## config.mk

```make
export PLATFORM = sky130hd
export DESIGN_NAME = wb_regfile
export DESIGN_NICKNAME = d
export VERILOG_FILES = /design/src/rtl/wb_regfile.sv
export SDC_FILE = /design/constraint.sdc
export NUM_CORES = 1
export LEC_CHECK = 0
export ABC_CLOCK_PERIOD_IN_PS = 51600
export CORE_MARGIN = 2
export CORE_UTILIZATION = 45
export CTS_CLUSTER_DIAMETER = 40
export CTS_CLUSTER_SIZE = 12
export DETAILED_ROUTE_END_ITERATION = 10
export PLACE_DENSITY = 0.7
export SYNTH_ARGS = -nofsm -noshare
export SYNTH_HDL_FRONTEND = slang
export SYNTH_SLANG_ARGS = --single-unit
```

## constraint.sdc

```tcl
create_clock -name clk -period 51.6 [get_ports clk]
set_clock_uncertainty 0.1 [all_clocks]
set_input_delay 5.16 -clock clk [delete_from_list [all_inputs] [get_ports clk]]
set_output_delay 5.16 -clock clk [all_outputs]
set_load 0.05 [all_outputs]
```

## src/rtl/wb_regfile.sv

```systemverilog
// Sixteen-entry register file with write-back port, two combinational read ports and per-register in-flight scoreboard.
// Optional WB_BYPASS_EN forwards the same-cycle write-back to both read ports and to the hazard check.
module wb_regfile #(
  parameter int DATA_W = 32,
  parameter int CNT_W  = 2
) (
  input  logic              clk,
  input  logic              rst,
  input  logic              wb_en_i,
  input  logic [3:0]        wb_addr_i,
  input  logic [DATA_W-1:0] wb_data_i,
  input  logic [3:0]        rd_addr_i,
  input  logic [3:0]        rs_addr_i,
  input  logic              rd_en_i,
  input  logic              rs_en_i,
  output logic [DATA_W-1:0] rd_value_o,
  output logic [DATA_W-1:0] rs_value_o,
  input  logic              issue_i,
  input  logic [3:0]        issue_rd_i,
  input  logic              flush_i,
  output logic              stall_o,
  output logic [15:0]       pending_o
);

  localparam logic [CNT_W-1:0] CNT_MAX = '1;
  localparam logic [CNT_W-1:0] CNT_ONE = CNT_W'(1);

  logic [DATA_W-1:0] regs [16];
  logic [CNT_W-1:0]  cnt  [16];
  logic [15:0]       busy;
  logic              issue_acc;

  always_ff @(posedge clk or posedge rst) begin
    if (rst) begin
      for (int n = 0; n < 16; n++) regs[n] <= '0;
    end else if (wb_en_i) begin
      regs[wb_addr_i] <= wb_data_i;
    end
  end

  always_comb begin
    busy = '0;
    for (int n = 0; n < 16; n++) begin
      busy[n] = (cnt[n] != '0);
`ifdef WB_BYPASS_EN
      // The last outstanding write lands this cycle and is forwarded, so no wait.
      if (cnt[n] == CNT_ONE && wb_en_i && wb_addr_i == 4'(n)) busy[n] = 1'b0;
`endif
    end
  end

  always_comb begin
    stall_o = (rd_en_i & busy[rd_addr_i]) |
              (rs_en_i & busy[rs_addr_i]) |
              (issue_i & (cnt[issue_rd_i] == CNT_MAX));
    issue_acc = issue_i & ~stall_o & ~flush_i;
  end

  always_ff @(posedge clk or posedge rst) begin
    if (rst) begin
      for (int n = 0; n < 16; n++) cnt[n] <= '0;
    end else if (flush_i) begin
      for (int n = 0; n < 16; n++) cnt[n] <= '0;
    end else begin
      for (int n = 0; n < 16; n++) begin
        // Increment cannot overflow: an issue to a saturated counter stalls.
        if (issue_acc && issue_rd_i == 4'(n)) begin
          if (!(wb_en_i && wb_addr_i == 4'(n))) cnt[n] <= cnt[n] + CNT_ONE;
        end else if (wb_en_i && wb_addr_i == 4'(n) && cnt[n] != '0) begin
          cnt[n] <= cnt[n] - CNT_ONE;
        end
      end
    end
  end

  always_comb begin
    for (int n = 0; n < 16; n++) pending_o[n] = (cnt[n] != '0);
  end

`ifdef WB_BYPASS_EN
  assign rd_value_o = (wb_en_i && wb_addr_i == rd_addr_i) ? wb_data_i : regs[rd_addr_i];
  assign rs_value_o = (wb_en_i && wb_addr_i == rs_addr_i) ? wb_data_i : regs[rs_addr_i];
`else
  assign rd_value_o = regs[rd_addr_i];
  assign rs_value_o = regs[rs_addr_i];
`endif

endmodule

```

==> metrics.md, run 1 <==
| Metric | Value |
|---|---|
| CP startpoint | rd_addr_i[0] |
| Status | finished, final reports clean |
| Post-Layout Cell Count | 3302 |
| Core area | 65600 µm² |
| Avg Inst Size Synth | 12.8 µm² |
| Gr usage total | 26.5% |
| Clk slew on worst S/H paths | 0.06 ns |
| Area contributors post-synth | dfrtp_1 (46%), mux4_2 (25%), mux2_2 (12%), nand2_1 (7.5%), clkbuf_1 (1.8%) |
| Max Cap Viol | 0 |
| Finished Cell Area | 34600 µm² |
| Synth Instances | 2331 |
| Hold WC Path Type | flip-flop to flip-flop |
| I/O Buffers | 135 |
| CP endpoint kind | output port |
| Slew Viols, Final | 0 |
| Die Span X | 261 µm |
| WL met2 | 43.0 mm |
| R2R Path End | cnt[0]$_DFFE_PP0P_ |
| Final worst-path cycle share | 27.3% |
| Initial Util | 45.4% |
| # IOs | 136 |
| Synth Flop Type | dfrtp_1 |
| Cts hold-fix bufs | 0 |
| Share of cells above drive strength 1 | 36.4% |
| Clk_lat worst skew | 0.61 ns |
| CTS H-tree depth | 3 |
| Setup TNS | 0 ns |
| Rows | 94 |
| Post-CTS sizing | 0 |
| Area Overhead vs Synth | 16.2% |
| Worst slew margin | 10.2% |
| Worst path required time | 46.34 ns |
| CTS buffer count | 82 |
| Crit path time final | 14.08 ns |
| Worst-path fanout max | 77 |
| CTS sink count | 544 |
| Cell variety after synth | 51 |
| Reg-to-reg critical path startpoint | cnt[28]$_DFFE_PP0P_ |
| Reg-to-reg slack, setup | 48.01 ns |
| # Post-CTS Setup Buffers | 0 |
| Vias | 21100 |
| Max Clock Freq | 71.0 MHz |
| DR pass1 iterations | 5 |
| CTS tree | yes |
| Power density over the cells | 43.5 nW/µm² |
| Antenna viol nets, final | 0 |
| Final WL | 88.3 mm |
| Post-synth top area share | 45.7% |
| Share of flip-flops with an asynchronous set or reset | 100% |
| Overflow left after global routing | 0 |
| Routed len/inst | 26.7 µm |
| Lkg Pwr | 14.8 nW |
| Die area | 68200 µm² |
| Met3 routed WL | 7.59 mm |
| Initial antenna violation count | 7 |
| # DRC | 0 |
| Max Buffers Root-to-Sink | 3 |
| Inst Count DP | 3153 |
| Post-Syn Area | 29800 µm² |
| Least-Margin Pin Slew | 1.34 ns |
| Area after DPL | 31800 µm² |
| CP Data Arrival Time | 8.82 ns |
| Post-Route Utilization | 52.7% |
| Final Hold Viols | 0 |
| Path depth of the worst reg2reg path | 7 |
| Root Driver | clkbuf_16 |
| Critical Path Sink | rd_value_o[19] |
| Fin nets | 2428 |
| VDD IR-drop max | 0.0259 mV |
| Final Setup Violations | 0 |
| Largest net degree at the start of global routing | 120 |
| Setup ws final | 37.52 ns |
| First-pass GRT wire length | 136 mm |
| Syn_nets | 2386 |
| DP Worst Slack | 37.42 ns |
| Part of the Yosys area used for sequential elements | 45.7% |
| Fillers | 5385 |
| Multi-input gate area | 15300 µm² |
| Highest metal used | met5 |
| CP startpoint kind | input pin |
| Yosys warnings | 0 |
| Met1 WL | 34.0 mm |
| Synthesis-stage register bit count | 544 |
| Die height | 261 µm |
| Unrepaired setup endpoints after global routing | false |
| Area leader, netlist | dfrtp_1 |
| Register cell area after layout | 13600 µm² |
| 1st-iter DRT viols | 2214 |
| Vias in the first global route | 22100 |
| Dpl hpwl | 48.1 mm |
| Post-synth EDFFs | 0 |
| Vias/cell | 6.39 |
| Routability cong. | 0.817 |
| WS Path Type | input pin to output port |
==> logic make-up (layout without fill, tap and decap cells) <==
group	Yosys count	in the layout	synth area share, %
simple gates	825	825	12.0
mux	654	654	37.4
buf+inv	251	355	3.26
compound gates	57	57	1.63
other cells	0	3	0
flops	544	544	45.7
==> synth_stat cells, types with 8 or more instances <==
cell type and count:
nand2_1 593, dfrtp_1 544, mux4_2 332, mux2_2 320, clkbuf_1 145, buf_1 55, nor2_1 49, nand4_1 41
nand3_1 37, inv_1 35, nor3_1 22, nand2b_1 21, o2111ai_1 14, buf_2 12, nand3b_1 12, a22oi_1 11
o211ai_1 10, or2_2 9, nand4b_1 8
==> metrics by stage <==
stage | hold slack, ns | power (mW)
after floorplan | 0.358 | 0.840
after global placement | 0.372 | 0.925
after detailed placement | 0.385 | 0.944
after CTS | 0.398 | 1.51
after global routing | 0.419 | 1.57
final | 0.399 | 1.51
==> flip-flops by register name (all words and copies together) (netlist names) <==
| name | flops |
|---|---|
| cnt | 32 |
| regs | 512 |
==> cell usage in the layout (no fill, tap or decap), drive strengths merged, types with 23 or more instances in the layout <==
cell,Yosys,layout
mux2,320,320
nand4,41,41
nand3,38,38
clkdlybuf4s50,0,128
clkbuf,146,94
buf,69,45
nand2,593,593
nor2,49,49
nor3,23,23
mux4,334,334
inv,36,52
dfrtp,544,544
==> worst min-delay path by stage <==
stage          cells past startpoint               endpoint  slack [ns]             startpoint
2_1_floorplan                      2  regs[416]$_DFFE_PP0P_        0.36  regs[416]$_DFFE_PP0P_
3_3_place_gp                       2  regs[422]$_DFFE_PP0P_        0.37  regs[422]$_DFFE_PP0P_
3_5_place_dp                       2  regs[418]$_DFFE_PP0P_        0.38  regs[418]$_DFFE_PP0P_
4_1_cts                            2  regs[418]$_DFFE_PP0P_        0.40  regs[418]$_DFFE_PP0P_
5_1_grt                            2  regs[383]$_DFFE_PP0P_        0.42  regs[383]$_DFFE_PP0P_
6_report                           2  regs[231]$_DFFE_PP0P_        0.40  regs[231]$_DFFE_PP0P_
==> final cells by class <==
| cell class | count | area share [%] |
|---|---|---|
| clock inverter | 52 | 1.64 |
| tap | 864 | 3.12 |
| clock buffer | 94 | 6.42 |
| multi-input combinational | 1536 | 44.3 |
| inverter | 36 | 0.412 |
| antenna | 3 | 0.0217 |
| timing repair buffer | 173 | 4.73 |
| sequential | 544 | 39.4 |
==> per-layer routing <==
layer | track usage [%] | vias up
met2 | 42.9 | 1112
met3 | 5.22 | 261
met1 | 34.9 | 11100
met5 | 0 | -
li1 | - | 8637
met4 | 11.9 | 8
==> worst max-delay path: stages <==
cell	delay, ns
buf_8	0.65
buf_4	1.02
mux4_2	0.62
mux4_2	0.57
clkdlybuf4s50_1	0.74
==> where the power goes <==
group | switching (mW) | leakage [nW] | internal (mW) | total [mW]
clock network | 0.217 | 1.36 | 0.348 | 0.566
logic | 0.167 | 6.58 | 0.188 | 0.354
registers | 0.0690 | 6.81 | 0.517 | 0.586
(Power assumes the default switching activity.)
==> run 2: changes to the inputs <==
- ABC_CLOCK_PERIOD_IN_PS: 51600 -> 14400
- clock period: 51.6 -> 14.4 ns (I/O delays scaled with it)
==> run 2 against run 1 <==
  * Core utilization hardly changed
  * First-iteration DRC count is 11% higher
  * Clock power grew to 3.6 times the previous value
  * Die area stayed put
  * Clock-buffer cell count is 3 lower
  * Largest power group unchanged
  * Register-to-register slack worse by 37 ns
  * Global-route usage is 0.40 points higher
  * Cell count hardly changed
==> metrics.md, run 2 (synthesis gave the netlist of run 1 again) <==
| Metric | Value |
|---|---|
| Gr usage total | 26.9% |
| Least-Margin Pin Slew | 1.30 ns |
| WS Path Type | input pin to output port |
| Post-CTS sizing | 0 |
| Setup TNS | 0 ns |
| I/O Buffers | 135 |
| Unrepaired setup endpoints after global routing | false |
| Slew Viols, Final | 0 |
| Diode count | 0 |
| Max Clock Freq | 141 MHz |
| Worst slew margin | 12.8% |
| CTS buffer count | 82 |
| Worst-path fanout max | 52 |
| Power Total | 5.40 mW |
| Max Cap Viol | 0 |
| DR pass1 iterations | 7 |
| Lkg Pwr | 14.7 nW |
| Largest net degree at the start of global routing | 185 |
| Final Setup Violations | 0 |
| Initial Util | 45.4% |
| # Post-CTS Setup Buffers | 0 |
| 1st-iter DRT viols | 2460 |
| Antenna viol nets, final | 0 |
| Area Overhead vs Synth | 16.2% |
| CP endpoint kind | output port |
| VDD IR-drop max | 0.153 mV |
| Top reg by flops | regs |
| Max FFs per register | 512 |
| Final WL | 89.5 mm |
| Overflow left after global routing | 0 |
| Final Hold Viols | 0 |
| Vias/cell | 6.43 |
| Hold WC Path Type | flip-flop to flip-flop |
| CP Data Arrival Time | 5.55 ns |
| Power density over the cells | 156 nW/µm² |
| Fillers | 5382 |
| Core area | 65600 µm² |
| First-pass GRT wire length | 137 mm |
| Rows | 94 |
| Die Span X | 261 µm |
| Die height | 261 µm |
| Crit path time final | 7.09 ns |
| Share of cells above drive strength 1 | 36.5% |
| # DRC | 0 |
| Max Buffers Root-to-Sink | 3 |
| Worst path required time | 12.86 ns |
| CP startpoint kind | input pin |
| Fin nets | 2430 |
| Dpl hpwl | 50.0 mm |
| Final worst-path cycle share | 49.2% |
| Routability cong. | 0.843 |
| Status | finished, final reports clean |
| Clk_lat worst skew | 0.62 ns |
| Root Driver | clkbuf_16 |
| Commonest cells after routing, fill and taps aside | nand2_1 (592), dfrtp_1 (544), mux4_2 (332), mux2_2 (320), clkdlybuf4s50_1 (128) |
| Commonest non-fill, non-tap cell in the layout | nand2_1 |
| Vias in the first global route | 22000 |
| CTS tree | yes |
| Vias | 21200 |
| Initial antenna violation count | 1 |
| # IOs | 136 |
| Routed len/inst | 27.1 µm |
| Die area | 68200 µm² |
| Clk slew on worst S/H paths | 0.06 ns |
| Cts hold-fix bufs | 0 |
| CTS H-tree depth | 3 |
| Biggest regs | regs x512, cnt x32 |
| CTS sink count | 544 |
## run 2: changes by cell type in the layout (fill, tap and decap cells not counted)
cell and delta:
clkbuf_16 -2, clkinv_4 -4, buf_12 +1, inv_6 +2, clkinvlp_4 +9, clkinv_8 +2
clkinv_2 -3, buf_4 +1, clkbuf_8 -3, clkbuf_1 +2, diode_2 -3, inv_8 -1
inv_16 +1
## run 2: path summary, 6_finish.rpt
path / startpoint / to / slack, ns / cells after the start
setup / recovery: rd_addr_i[0] / rd_value_o[13] / 7.31 / 6
hold / removal: regs[424]$_DFFE_PP0P_ / regs[424]$_DFFE_PP0P_ / 0.40 / 2
setup reg to reg: cnt[28]$_DFFE_PP0P_ / cnt[10]$_DFFE_PP0P_ / 10.88 / 7
hold reg to reg: regs[424]$_DFFE_PP0P_ / regs[424]$_DFFE_PP0P_ / 0.40 / 2
max in group asynchronous: rst / regs[134]$_DFFE_PP0P_ / 10.35 / 5
min in group asynchronous: rst / regs[181]$_DFFE_PP0P_ / 1.32 / 3
## run 2: layer usage
| metal | share of wire [%] | GRT usage, % | up-vias |
|---|---|---|---|
| met5 | 0.0045 | 0 | - |
| met4 | 4.1 | 10.7 | 2 |
| met3 | 8.5 | 5.06 | 245 |
| met2 | 49 | 44.1 | 1143 |
| met1 | 38 | 35.7 | 11200 |
| li1 | - | - | 8645 |
## run 2: area by class of cell
cell class / count / area, µm² / area share [%]
multi-input combinational: 1536 / 15300 / 44.3
sequential: 544 / 13600 / 39.3
clock buffer: 91 / 2140 / 6.18
timing repair buffer: 175 / 1660 / 4.81
tap: 864 / 1080 / 3.12
clock inverter: 58 / 648 / 1.87
inverter: 36 / 139 / 0.401
## run 2: stage by stage
step / util, % / setup WS [ns] / instance area (µm²) / hold slack, ns / instances
after floorplan: - / 5.46 / 29800 / 0.358 / 2331
after global placement: 48.5 / 7.25 / 31800 / 0.371 / 3155
after detailed placement: 48.5 / 7.21 / 31800 / 0.382 / 3155
after CTS: 52.7 / 7.23 / 34600 / 0.393 / 3304
after global routing: 52.7 / 7.03 / 34600 / 0.421 / 3304
final: 52.7 / 7.31 / 34600 / 0.396 / 3304
## run 2: worst max-delay path, cell delays in order
cell and delay [ns]:
buf_8 0.49, buf_4 0.89, buf_4 0.73, mux4_2 0.59
mux4_2 0.58, clkdlybuf4s50_1 0.74
## run 2: where the power goes
group          switching, mW  internal [mW]  leakage (nW)
combinational          0.598          0.673          6.59
clock                  0.800           1.22          1.32
sequential             0.252           1.85          6.81
total                   1.65           3.75          14.7
==> run 3: changes to the inputs <==
- ABC_CLOCK_PERIOD_IN_PS: 14400 -> 7400
- clock period: 14.4 -> 7.4 ns (I/O delays scaled with it)
==> run 3 against run 2 <==
  * Combinational power grew 95%
  * Design area shrank 0.42%
  * Sequential power grew 94%
  * Sequential share of layout area grew 0.17 points
  * Cell count shrank 0.18%
  * Routed wire length shrank 2.4%
  * Setup slack lost 4.8 ns
  * Clock-buffer cell count grew 1
  * Core utilization shrank 0.22 points
  * Global-route usage shrank 0.85 points
  * Sequential cell count is the same
  * Critical path depth grew 2
==> metrics.md, run 3 (synthesis gave the netlist of run 1 again) <==
| Metric | Value |
|---|---|
| Worst path required time | 6.56 ns |
| Crit path time final | 4.92 ns |
| Setup ws final | 2.48 ns |
| Antenna viol nets, final | 0 |
| Hold WC Path Type | flip-flop to flip-flop |
| CP Data Arrival Time | 4.08 ns |
| Overflow left after global routing | 0 |
| CTS buffer count | 78 |
| Fin nets | 2428 |
| Die area | 68200 µm² |
| CP Depth | 8 |
| Final Hold Viols | 0 |
| Routed len/inst | 26.5 µm |
| I/O Buffers | 135 |
| Initial antenna violation count | 5 |
| CP max stage cell | clkdlybuf4s50_1 |
| Cts hold-fix bufs | 0 |
| Lkg Pwr | 14.7 nW |
| CTS H-tree depth | 3 |
| Final Setup Violations | 0 |
| Largest net degree at the start of global routing | 201 |
| Reg-to-reg slack, setup | 3.92 ns |
| Final WL | 87.3 mm |
| Critical Path Sink | stall_o |
| Setup TNS | 0 ns |
| First-pass GRT wire length | 134 mm |
| Path depth of the worst reg2reg path | 7 |
| Top reg by flops | regs |
| Vias | 21100 |
| Vias/cell | 6.39 |
| Critical Path Max Stage Delay | 0.81 ns |
| Clk_lat worst skew | 0.62 ns |
| Share of cells above drive strength 1 | 36.3% |
| CP startpoint | rd_addr_i[3] |
| 1st-iter DRT viols | 2543 |
| # Post-CTS Setup Buffers | 0 |
| Die height | 261 µm |
| WS Path Type | input pin to output port |
| Worst Path Buf+Inv | 4 |
| Unrepaired setup endpoints after global routing | false |
| Post-CTS sizing | 0 |
| Commonest cells after routing, fill and taps aside | nand2_1 (592), dfrtp_1 (544), mux4_2 (332), mux2_2 (320), clkdlybuf4s50_1 (128) |
| CTS tree | yes |
| Hold slack | 0.397 ns |
| Gr usage total | 26.1% |
| Least-Margin Pin Slew | 1.30 ns |
| Core area | 65600 µm² |
| Max FFs per register | 512 |
| Status | finished, final reports clean |
| Worst path top cell family by delay | buffers and inverters |
| Max Cap Viol | 0 |
| Hold Path Cell Cnt | 2 |
| Area Overhead vs Synth | 15.7% |
| CP endpoint kind | output port |
| Fillers | 5312 |
| Power density over the cells | 298 nW/µm² |
| R2R Path End | cnt[0]$_DFFE_PP0P_ |
| Biggest regs | regs x512, cnt x32 |
| Commonest non-fill, non-tap cell in the layout | nand2_1 |
| VDD IR-drop max | 0.180 mV |
| Critical-path cell list | clkdlybuf4s50_1, inv_2, buf_4, o2111ai_1, o2111ai_1, a31oi_4, nand2_1, clkdlybuf4s50_1 |
| Routability cong. | 0.830 |
| Reg-to-reg critical path startpoint | cnt[29]$_DFFE_PP0P_ |
| Initial Util | 45.4% |
| Dpl hpwl | 50.0 mm |
| Slew Viols, Final | 0 |
| Final worst-path cycle share | 66.5% |
| Worst-path fanout max | 21 |
| Max Clock Freq | 203 MHz |
| DP Worst Slack | 2.48 ns |
| CTS sink count | 544 |
| Max Buffers Root-to-Sink | 3 |
| Post-Route Utilization | 52.5% |
| Clk slew on worst S/H paths | 0.05 ns |
| # IOs | 136 |
| Vias in the first global route | 21900 |
| Worst slew margin | 13.0% |
| # DRC | 0 |
| Rows | 94 |
| DR pass1 iterations | 5 |
| CP startpoint kind | input pin |
| Root Driver | clkbuf_16 |
| Die Span X | 261 µm |
-- run 3: changes by cell type in the layout (fill, tap and decap cells not counted), moves of 3 or more --
cell        before  now
clkbuf_16       83   78
clkinv_2         6   11
clkinv_4         8    5
clkbuf_8         3   10
clkinvlp_4      17    5
bufinv_16        7    4
diode_2          0    3
-- run 3: area by class of cell --
class	count	area (µm²)	share of cell area [%]
Antenna cell	3	7.51	0.0218
Clock buffer	92	2100	6.11
Clock inverter	46	488	1.42
Inverter	36	139	0.403
Multi-Input combinational cell	1536	15300	44.5
Sequential cell	544	13600	39.5
Tap cell	864	1080	3.14
Timing Repair Buffer	177	1700	4.94
-- run 3: metal layers --
metal	wire length (µm)	part of all wire, %	vias to the layer above	global-route usage (%)
met5	28	0.032	-	0
met4	3430	3.9	4	11.1
met3	7050	8.1	221	4.61
met2	42800	49	1152	42.2
met1	34100	39	11000	34.9
li1	-	-	8652	-
-- run 3: report_power, final --
part / internal [mW] / total (mW) / switching, mW / leakage (nW)
logic: 1.31 / 2.48 / 1.16 / 6.61
registers: 3.60 / 4.08 / 0.480 / 6.81
clock network: 2.22 / 3.71 / 1.49 / 1.28
-- run 3: worst register-to-register path, stage by stage, from the launching register on --
cell	delay, ns
dfrtp_1	0.45
or2_1	0.29
mux4_2	0.46
or3_4	0.36
and3_4	0.21
nor3_2	1.01
a22oi_1	0.25
nand3b_1	0.22
-- run 3: worst min path at each step --
stage                     startpoint                     to  slack [ns]
2_1_floorplan  regs[416]$_DFFE_PP0P_  regs[416]$_DFFE_PP0P_        0.36
3_3_place_gp   regs[435]$_DFFE_PP0P_  regs[435]$_DFFE_PP0P_        0.37
3_5_place_dp   regs[489]$_DFFE_PP0P_  regs[489]$_DFFE_PP0P_        0.39
4_1_cts        regs[429]$_DFFE_PP0P_  regs[429]$_DFFE_PP0P_        0.40
5_1_grt        regs[482]$_DFFE_PP0P_  regs[482]$_DFFE_PP0P_        0.42
6_report       regs[200]$_DFFE_PP0P_  regs[200]$_DFFE_PP0P_        0.40
-- run 3: metrics by stage --
stage	total power [mW]	instance area (µm²)	instances
after floorplan	5.86	29800	2331
after global placement	6.45	31900	3157
after detailed placement	6.59	31900	3157
after CTS	10.3	34500	3295
after global routing	10.7	34500	3297
final	10.3	34500	3298
